$ cat config.mk
export PLATFORM = sky130hd
export DESIGN_NAME = digital_lock_sysid_reader_flat
export DESIGN_NICKNAME = d
export VERILOG_FILES = /design/src/rtl/digital_lock_sysid_reader_if.sv /design/src/rtl/digital_lock_sysid_reader.sv /design/src/flat_wrapper.sv
export SDC_FILE = /design/constraint.sdc
export NUM_CORES = 1
export LEC_CHECK = 0
export ABC_AREA = 1
export CAP_MARGIN = 20
export CORE_AREA = 2 2 113 71
export CTS_CLUSTER_DIAMETER = 200
export CTS_CLUSTER_SIZE = 40
export DETAILED_ROUTE_END_ITERATION = 8
export DIE_AREA = 0 0 115 73
export GPL_ROUTABILITY_DRIVEN = 0
export PLACE_DENSITY = 0.91
export SYNTH_ARGS = -nofsm -noshare
export SYNTH_HDL_FRONTEND = slang
export SYNTH_SLANG_ARGS = --single-unit
$ cat constraint.sdc
create_clock -name clock -period 1.7 [get_ports clock]
set_clock_uncertainty 0.05 [all_clocks]
set_input_delay 0.17 -clock clock [delete_from_list [all_inputs] [get_ports clock]]
set_output_delay 0.17 -clock clock [all_outputs]
set_load 0.02 [all_outputs]
$ cat src/rtl/digital_lock_sysid_reader_if.sv
// Avalon-MM read-only link between the sysid reader (master) and the
// system-ID slave.
interface digital_lock_sysid_reader_if;
   logic        avm_address;
   logic        avm_read;
   logic        avm_waitrequest;
   logic [31:0] avm_readdata;
   logic        avm_readdatavalid;

   modport master (
      output avm_address, avm_read,
      input  avm_waitrequest, avm_readdata, avm_readdatavalid
   );

   modport slave (
      input  avm_address, avm_read,
      output avm_waitrequest, avm_readdata, avm_readdatavalid
   );
endinterface

$ cat src/rtl/digital_lock_sysid_reader.sv
// Boot-time image check: reads the system-ID word (and optionally the timestamp)
// over Avalon-MM and reports match / mismatch / timeout to the lock controller.
module digital_lock_sysid_reader #(
   parameter logic [31:0] EXPECTED_ID    = 32'd1769038348,
   parameter logic [31:0] EXPECTED_TS    = 32'd0,
   parameter bit          CHECK_TS       = 1'b1,
   parameter int unsigned TIMEOUT_CYCLES = 255
) (
   input  logic                              clock,
   input  logic                              reset,
   input  logic                              start,
   digital_lock_sysid_reader_if.master       avm,
   output logic                              busy,
   output logic                              done,
   output logic                              match,
   output logic                              timeout,
   output logic [31:0]                       id_value,
   output logic [31:0]                       ts_value
);

   localparam int CW = $clog2(TIMEOUT_CYCLES + 1);

   typedef enum logic [2:0] {
      S_IDLE, S_ID_REQ, S_ID_WAIT, S_TS_REQ, S_TS_WAIT, S_FIN
   } state_t;

   state_t          r_state;
   state_t          w_next;
   logic [CW-1:0]   r_cnt;
   logic            r_busy;
   logic            r_done;
   logic            r_match;
   logic            r_timeout;
   logic [31:0]     r_id;
   logic [31:0]     r_ts;

   logic            w_go;
   logic            w_expire;
   logic            w_cap_id;
   logic            w_cap_ts;
   logic            w_to;
   logic            w_cnt_clr;
   logic            w_read;
   logic            w_addr;
   logic            w_in_xfer;

   // busy stays high through the done cycle, so a start there is dropped too
   assign w_go      = (r_state == S_IDLE) && start && !r_busy;
   assign w_expire  = (r_cnt == CW'(TIMEOUT_CYCLES - 1));
   assign w_in_xfer = (r_state == S_ID_REQ) || (r_state == S_ID_WAIT) ||
                      (r_state == S_TS_REQ) || (r_state == S_TS_WAIT);

   always_ff @(posedge clock) begin
      if (reset) r_state <= S_IDLE;
      else       r_state <= w_next;
   end

   always_comb begin
      w_next    = r_state;
      w_cap_id  = 1'b0;
      w_cap_ts  = 1'b0;
      w_to      = 1'b0;
      w_cnt_clr = 1'b0;
      w_read    = 1'b0;
      w_addr    = 1'b1;
      case (r_state)
         S_IDLE: begin
            if (w_go) begin
               w_next    = S_ID_REQ;
               w_cnt_clr = 1'b1;
            end
         end
         S_ID_REQ: begin
            w_read = 1'b1;
            // zero-latency slave: data can arrive in the accept cycle itself
            if (!avm.avm_waitrequest && avm.avm_readdatavalid) begin
               w_cap_id  = 1'b1;
               w_next    = CHECK_TS ? S_TS_REQ : S_FIN;
               w_cnt_clr = CHECK_TS;
            end else if (w_expire) begin
               w_to   = 1'b1;
               w_next = S_FIN;
            end else if (!avm.avm_waitrequest) begin
               w_next = S_ID_WAIT;
            end
         end
         S_ID_WAIT: begin
            if (avm.avm_readdatavalid) begin
               w_cap_id  = 1'b1;
               w_next    = CHECK_TS ? S_TS_REQ : S_FIN;
               w_cnt_clr = CHECK_TS;
            end else if (w_expire) begin
               w_to   = 1'b1;
               w_next = S_FIN;
            end
         end
         S_TS_REQ: begin
            w_read = 1'b1;
            w_addr = 1'b0;
            if (!avm.avm_waitrequest && avm.avm_readdatavalid) begin
               w_cap_ts = 1'b1;
               w_next   = S_FIN;
            end else if (w_expire) begin
               w_to   = 1'b1;
               w_next = S_FIN;
            end else if (!avm.avm_waitrequest) begin
               w_next = S_TS_WAIT;
            end
         end
         S_TS_WAIT: begin
            if (avm.avm_readdatavalid) begin
               w_cap_ts = 1'b1;
               w_next   = S_FIN;
            end else if (w_expire) begin
               w_to   = 1'b1;
               w_next = S_FIN;
            end
         end
         S_FIN:   w_next = S_IDLE;
         default: w_next = S_IDLE;
      endcase
   end

   always_ff @(posedge clock) begin
      if (reset) begin
         r_cnt     <= '0;
         r_busy    <= 1'b0;
         r_done    <= 1'b0;
         r_match   <= 1'b0;
         r_timeout <= 1'b0;
         r_id      <= '0;
         r_ts      <= '0;
      end else begin
         if (w_cnt_clr)      r_cnt <= '0;
         else if (w_in_xfer) r_cnt <= r_cnt + 1'b1;

         if (w_go)        r_busy <= 1'b1;
         else if (r_done) r_busy <= 1'b0;

         r_done <= (r_state == S_FIN);

         if (w_go) begin
            r_match   <= 1'b0;
            r_timeout <= 1'b0;
         end else if (w_to) begin
            r_timeout <= 1'b1;
         end

         if (w_cap_id) r_id <= avm.avm_readdata;
         if (w_cap_ts) r_ts <= avm.avm_readdata;

         if (r_state == S_FIN)
            r_match <= (r_id == EXPECTED_ID) &&
                       (!CHECK_TS || (r_ts == EXPECTED_TS)) && !r_timeout;
      end
   end

   assign avm.avm_read    = w_read;
   assign avm.avm_address = w_addr;
   assign busy            = r_busy;
   assign done            = r_done;
   assign match           = r_match;
   assign timeout         = r_timeout;
   assign id_value        = r_id;
   assign ts_value        = r_ts;

endmodule

$ cat src/flat_wrapper.sv
// flat-port wrapper written by rule: the top's interface ports become plain ports
module digital_lock_sysid_reader_flat 
#(
   parameter logic [31:0] EXPECTED_ID    = 32'd1769038348,
   parameter logic [31:0] EXPECTED_TS    = 32'd0,
   parameter bit          CHECK_TS       = 1'b1,
   parameter int unsigned TIMEOUT_CYCLES = 255
)
  (clock, reset, start, busy, done, match, timeout, id_value, ts_value, avm_avm_address, avm_avm_read, avm_avm_waitrequest, avm_avm_readdata, avm_avm_readdatavalid);
  digital_lock_sysid_reader_if avm_i ();
  input  logic clock;
  input  logic reset;
  input  logic start;
  output logic busy;
  output logic done;
  output logic match;
  output logic timeout;
  output logic [31:0] id_value;
  output logic [31:0] ts_value;
  output wire logic [$bits(avm_i.avm_address)-1:0] avm_avm_address;
  output wire logic [$bits(avm_i.avm_read)-1:0] avm_avm_read;
  input wire logic [$bits(avm_i.avm_waitrequest)-1:0] avm_avm_waitrequest;
  input wire logic [$bits(avm_i.avm_readdata)-1:0] avm_avm_readdata;
  input wire logic [$bits(avm_i.avm_readdatavalid)-1:0] avm_avm_readdatavalid;
  assign avm_avm_address = avm_i.avm_address;
  assign avm_avm_read = avm_i.avm_read;
  assign avm_i.avm_waitrequest = avm_avm_waitrequest;
  assign avm_i.avm_readdata = avm_avm_readdata;
  assign avm_i.avm_readdatavalid = avm_avm_readdatavalid;
  digital_lock_sysid_reader #(.EXPECTED_ID(EXPECTED_ID), .EXPECTED_TS(EXPECTED_TS), .CHECK_TS(CHECK_TS), .TIMEOUT_CYCLES(TIMEOUT_CYCLES)) u_core (.clock(clock), .reset(reset), .start(start), .avm(avm_i), .busy(busy), .done(done), .match(match), .timeout(timeout), .id_value(id_value), .ts_value(ts_value));
endmodule
==> impl_metrics.tcl, run 1 <==
set metrics [dict create \
    power_mw 6.78 \
    ys_warn_count 0 \
    ys_seq_area_share_pct 47.6 \
    hold_violations 0 \
    dieArea_mm2 0.00840 \
    num_rows 25 \
    drt-initial-drc-count 317 \
    status "complete, no violations" \
    maxCapViolations 0 \
    critPathRequiredTime_ps 1480 \
    cts_resized 4 \
    dr_total_vias 3414 \
    antenna_left 0 \
    cts_tree "yes" \
    clk_pin_slew_ps 60 \
    portBuffers 106 \
    clock_latency_ps 340 \
    power.density_mw_per_mm2 1400 \
    wire_per_inst_um 14.6 \
    grt_max_degree 34 \
    rr_worst_depth 10 \
    cp-end-kind "primary output" \
    min_to "u_core.ts_value[27]$_SDFFE_PP0P_" \
    ir_drop_mv 0.647 \
    grt_pass1_vias 3191 \
    hold_path_depth 3 \
    final_core_util_pct 64.7 \
    synthXorXnorAreaFrac_pct 0.263 \
    root_buffer "clkbuf_16" \
    dr.pass1.iters 7 \
    period_needed_ps 1620 \
    die_h_um 73 \
    die_w_um 115 \
    timing.fmax_ghz 0.616 \
    synth_top_family_by_area "compound AO/OA/AOI/OAI gates" \
    core-area_mm2 0.00751 \
    critPathLaunchType "flop" \
    p_leak_nw 1.85 \
    maxSlewHeadroom_pct 72.3 \
    fin_crit_sh_pct 95.6 \
    post-place-ws_ps -35.7 \
    start_util_pct 44.3 \
    syn_area_mm2 0.00332 \
    drive_above_1_share_pct 7.95 \
    numCtsBuffers 9 \
    htree_levels 3 \
    yosys.cell_types.count 22 \
    nNetsFinal 600 \
    antenna_found_initial 0 \
    ys_seq_elements 79 \
    syn_avg_cell_area_um2 7.32 \
    worstSetupPathType "reg -> out" \
    critPathMaxFanout 5 \
    seq_area_mm2 0.00159 \
    slew_viol_final 0 \
    synth-compound-area-share_pct 21.2 \
    cts_sinks 79 \
    regToRegSetupSlack_ps 120 \
    via_per_inst 5.17 \
    tightest_slew_ps 413 \
    min_from "avm_avm_readdata[27]" \
    num_io_pins 107 \
    hp-class "in -> reg" \
    synth_fp_nets 493 \
    synth_simple_gate_area_share_pct 17.3 \
    postCtsSetupBuffers 0 \
    synth_fa_ha_area_share_pct 0.753 \
    reg2reg_to "u_core.r_state[1]$_SDFFE_PP0P_" \
    fin_ws_ps 75.6 \
    hpwl_um 7050 \
    setup_viol 0 \
    grt_pass1_wl_um 15200 \
    n_antenna_cell 0 \
    synthCells 454 \
    synth_mux_area_share_pct 0 \
    r2r_start "u_core.r_cnt[0]$_SDFFE_PP0P_" \
    track_usage_pct 23.6 \
    ctsHoldBuffers 0 \
    multi_input_area_mm2 0.00134 \
    fillers 643 \
    grt_overflow 0 \
    rsz0062_at_grt "false" \
    dpl_cell_area_mm2 0.00450 \
    finalWirelength_um 9610 \
    area_growth_pct 46.1 \
    clockBufferDepth 2 \
    final.setup.tns_ps 0 \
    arrival_ps 1400 \
    final_cell_area_mm2 0.00486 \
    drc 0 \
]
==> cell type report <==
class	count	share of cell area, %
clock inverters	2	0.721
repair buffers	118	24.3
clock buffers	14	6.05
inverters	80	6.18
well taps	94	2.42
multi-input cells	273	27.7
flip-flops and latches	79	32.6
==> per-layer routing <==
layer	up-vias	wire length, um	GRT usage (%)	share of wire, %
li1	1695	-	-	-
met1	1535	4090	29.5	43
met2	160	4360	37.0	45
met3	24	1000	9.72	10
met4	0	155	8.17	1.6
met5	-	0	0	0
==> registers in the layout, indices dropped and copies added (netlist names) <==
register and count:
u_core.busy 1, u_core.r_cnt 8, u_core.match 1, u_core.id_value 32, u_core.r_state 3, u_core.timeout 1
u_core.ts_value 32, u_core.done 1
==> placed cells by master, fill, tap and decap left out <==
cell	netlist	routed
inv_2	4	4
bufinv_16	0	1
clkbuf_8	0	5
nand3_2	2	1
nand4_1	15	15
nor2_2	1	2
nand2_1	53	51
nand3b_1	2	2
nor2_1	37	35
dfxtp_2	0	3
ha_1	2	2
buf_4	4	8
nand2_2	2	4
nand3_1	11	11
nor3_1	7	7
clkbuf_16	0	9
nor2_4	0	1
xnor2_1	1	1
nand3_4	0	1
a21oi_1	74	74
dfxtp_1	79	76
inv_1	76	76
dlygate4sd2_1	0	2
clkinv_2	0	1
a21oi_4	0	1
buf_6	3	2
clkdlybuf4s50_1	0	104
o21ai_0	63	63
buf_12	0	2
o21ai_1	2	2
==> where the power goes <==
part / total (mW) / switching (mW) / internal, mW
clock: 2.07 / 0.732 / 1.33
combinational: 2.29 / 1.36 / 0.923
sequential: 2.42 / 0.253 / 2.17
total: 6.78 / 2.35 / 4.43
==> critical path, cell delays in order (launching register included) <==
cell	delay (ps)
dfxtp_2	380
inv_2	80
nand2_2	120
inv_2	70
nand2_1	80
dlygate4sd2_1	340
==> stage by stage <==
| stage | hold WS [ps] | instances |
|---|---|---|
| after CTS | 392 | 660 |
| after global placement | 396 | 644 |
| final | 402 | 660 |
| after floorplan | 189 | 454 |
| after detailed placement | 401 | 644 |
| after global routing | 414 | 660 |
==> worst max-delay path by stage <==
stage,cells past startpoint,startpoint,slack (ps),endpoint
floorplan,9,u_core.r_state[2]$_SDFFE_PP0P_,320,u_core.ts_value[30]$_SDFFE_PP0P_
global placement,8,avm_avm_waitrequest,-10,u_core.id_value[16]$_SDFFE_PP0P_
detailed placement,9,avm_avm_readdatavalid,-40,u_core.ts_value[1]$_SDFFE_PP0P_
CTS,5,u_core.r_state[2]$_SDFFE_PP0P_,3,avm_avm_address
global route,10,u_core.r_cnt[0]$_SDFFE_PP0P_,5,u_core.r_state[1]$_SDFFE_PP0P_
finish,5,u_core.r_state[2]$_SDFFE_PP0P_,80,avm_avm_address
==> cell usage after synthesis <==
library cell   n  area share (%)
nand3_2        2            0.60
o21ai_1        2            0.30
nand2_1       53             6.0
buf_4          4            0.90
dfxtp_1       79              48
a21oi_1       74              11
xnor2_1        1            0.26
nor2_2         1            0.19
clkbuf_1       8            0.90
buf_6          3             1.0
nand3b_1       2            0.45
o21ai_0       63             9.5
nand2_2        2            0.38
nor2_1        37             4.2
buf_2          7             1.1
inv_1         76             8.6
nand4_1       15             2.8
a21oi_2        1            0.26
ha_1           2            0.75
nor3_1         7             1.1
inv_2          4            0.45
nand3_1       11             1.7
==> cell families (layout without fill, tap and decap cells) <==
group                    count (synthesis)  in the layout
XOR/XNOR                                 1              1
AND/OR/NAND/NOR                        130            130
flip-flops                              79             79
AO/OA/AOI/OAI                          140            140
adder cells (fa/ha/maj)                  2              2
buffers and inverters                  102            214
(Power assumes the default switching activity.)
==> run 2, diff against run 1 <==
Settings changed: CORE_AREA 2 2 113 71 to 3 3 114 72, DIE_AREA 0 0 115 73 to 0 0 117 75.
==> run 2 against run 1 <==
Net effect: largest power group unchanged; largest cell class unchanged; worst hold slack got worse by 6.2 ps; clock power shrank 8%; critical path type is now reg -> reg; highest routed layer unchanged; first-iteration DRC count is 32% lower; total power down 2.3%.
==> impl_metrics.tcl, run 2 (same netlist as run 1, synthesis figures left out) <==
set metrics [dict create \
    htree_levels 3 \
    antenna_left 0 \
    root_buffer "clkbuf_16" \
    drt-initial-drc-count 215 \
    cpMostUsedCell "nand2_1" \
    cp-end-kind "flop" \
    status "complete, no violations" \
    critPathLaunchType "flop" \
    final_core_util_pct 67.0 \
    n_antenna_cell 0 \
    ir_drop_mv 0.852 \
    dr_total_vias 3363 \
    portBuffers 106 \
    r2r_start "u_core.r_state[1]$_SDFFE_PP0P_" \
    num_rows 24 \
    rr_worst_depth 8 \
    drive_above_1_share_pct 7.45 \
    drc 0 \
    critPathMaxFanout 13 \
    clock_latency_ps 340 \
    num_io_pins 107 \
    final_cell_mix "clkdlybuf4s50_1 (104), inv_1 (76), dfxtp_1 (75), a21oi_1 (74), o21ai_0 (63)" \
    antenna_found_initial 0 \
    period_needed_ps 1640 \
    crit_family "simple AND/OR/NAND/NOR gates" \
    cp.depth 8 \
    clk_pin_slew_ps 60 \
    start_util_pct 46.1 \
    setup_viol 0 \
    multi_input_area_mm2 0.00134 \
    crit_buf_inv 2 \
    timing.fmax_ghz 0.608 \
    ctsHoldBuffers 0 \
    wire_per_inst_um 15.2 \
    arrival_ps 1810 \
    grt_overflow 0 \
    critPathRequiredTime_ps 1860 \
    track_usage_pct 22.7 \
    area_growth_pct 45.2 \
    final_common_cell "clkdlybuf4s50_1" \
    hold_violations 0 \
    dpl_cell_area_mm2 0.00452 \
    worstSetupPathType "reg -> reg" \
    fin_crit_sh_pct 96.8 \
    clockBufferDepth 2 \
    finalWirelength_um 9950 \
    cts_sinks 79 \
    slew_viol_final 0 \
    die_h_um 75 \
    postCtsSetupBuffers 0 \
    core-area_mm2 0.00721 \
    tightest_slew_ps 399 \
    path_cells "nor2_1, nand2_1, nand2_1, inv_1, nand2_2, inv_1, nand2_1, a21oi_1" \
    via_per_inst 5.13 \
    final.setup.tns_ps 0 \
    seq_area_mm2 0.00159 \
    power.density_mw_per_mm2 1370 \
    worstSetupStartpoint "u_core.r_state[1]$_SDFFE_PP0P_" \
    grt_max_degree 38 \
    dr.pass1.iters 7 \
    p_leak_nw 1.84 \
    hp-class "in -> reg" \
    min_from "avm_avm_readdata[28]" \
    cts_tree "yes" \
    grt_pass1_wl_um 15200 \
    hold_path_depth 3 \
    nNetsFinal 598 \
    fillers 597 \
    grt_pass1_vias 3159 \
    dieArea_mm2 0.00878 \
    cpMaxStageDelayCell "dfxtp_2" \
    maxSlewHeadroom_pct 73.2 \
    max_stage_delay_ps 380 \
    final_cell_area_mm2 0.00483 \
    numCtsBuffers 9 \
    hpwl_um 7230 \
    maxCapViolations 0 \
    die_w_um 117 \
]
==> run 2: cell count changes in the layout (fill, tap and decap cells not counted), sizes merged <==
cell    before  now
buf         12   10
clkinv       1    3
clkbuf      14   12
==> run 2: per-layer routing <==
layer	GRT usage, %	share of wire (%)	vias up
li1	-	-	1686
met3	9.96	9.6	22
met2	36.3	46	148
met5	0	0	-
met4	8.78	2.1	0
met1	27.4	43	1507
==> run 2: final cells by class <==
type / count / share of cell area [%]
Sequential cell: 79 / 32.9
Multi-Input combinational cell: 273 / 27.7
Timing Repair Buffer: 116 / 24.8
Inverter: 80 / 6.22
Clock buffer: 12 / 5.11
Tap cell: 91 / 2.36
Clock inverter: 4 / 0.933
==> run 2: worst min-delay path, stage by stage <==
cell,delay (ps)
clkdlybuf4s50_1,420
nor2_1,110
nor2_1,50
==> run 2: worst paths after layout <==
path / end / slack (ps)
worst max-delay path: u_core.r_cnt[1]$_SDFFE_PP0P_ / 60
worst min-delay path: u_core.ts_value[28]$_SDFFE_PP0P_ / 400
worst max register to register: u_core.r_cnt[1]$_SDFFE_PP0P_ / 60
worst min register to register: u_core.id_value[2]$_SDFFE_PP0P_ / 410
==> run 2: where the power goes <==
part	switching [mW]	internal, mW
sequential	0.249	2.17
combinational	1.35	0.938
clock	0.739	1.17
==> run 2: what timing repair did <==
| item | CTS | global route |
|---|---|---|
| endpoints found under the setup margin | 4 | 12 |
| pin swaps | 0 | 0 |
| gates resized for setup | 4 | 7 |
==> run 2: stage by stage <==
step / std cells / power (mW) / hold WS (ps) / setup WS [ps]
2_1_floorplan: 454 / 3.72 / 189 / 323
3_3_place_gp: 639 / 4.60 / 395 / 12.8
3_5_place_dp: 639 / 4.69 / 405 / -67.9
4_1_cts: 655 / 6.61 / 387 / 15.4
5_1_grt: 655 / 6.96 / 428 / -60.4
6_report: 655 / 6.62 / 396 / 55.1
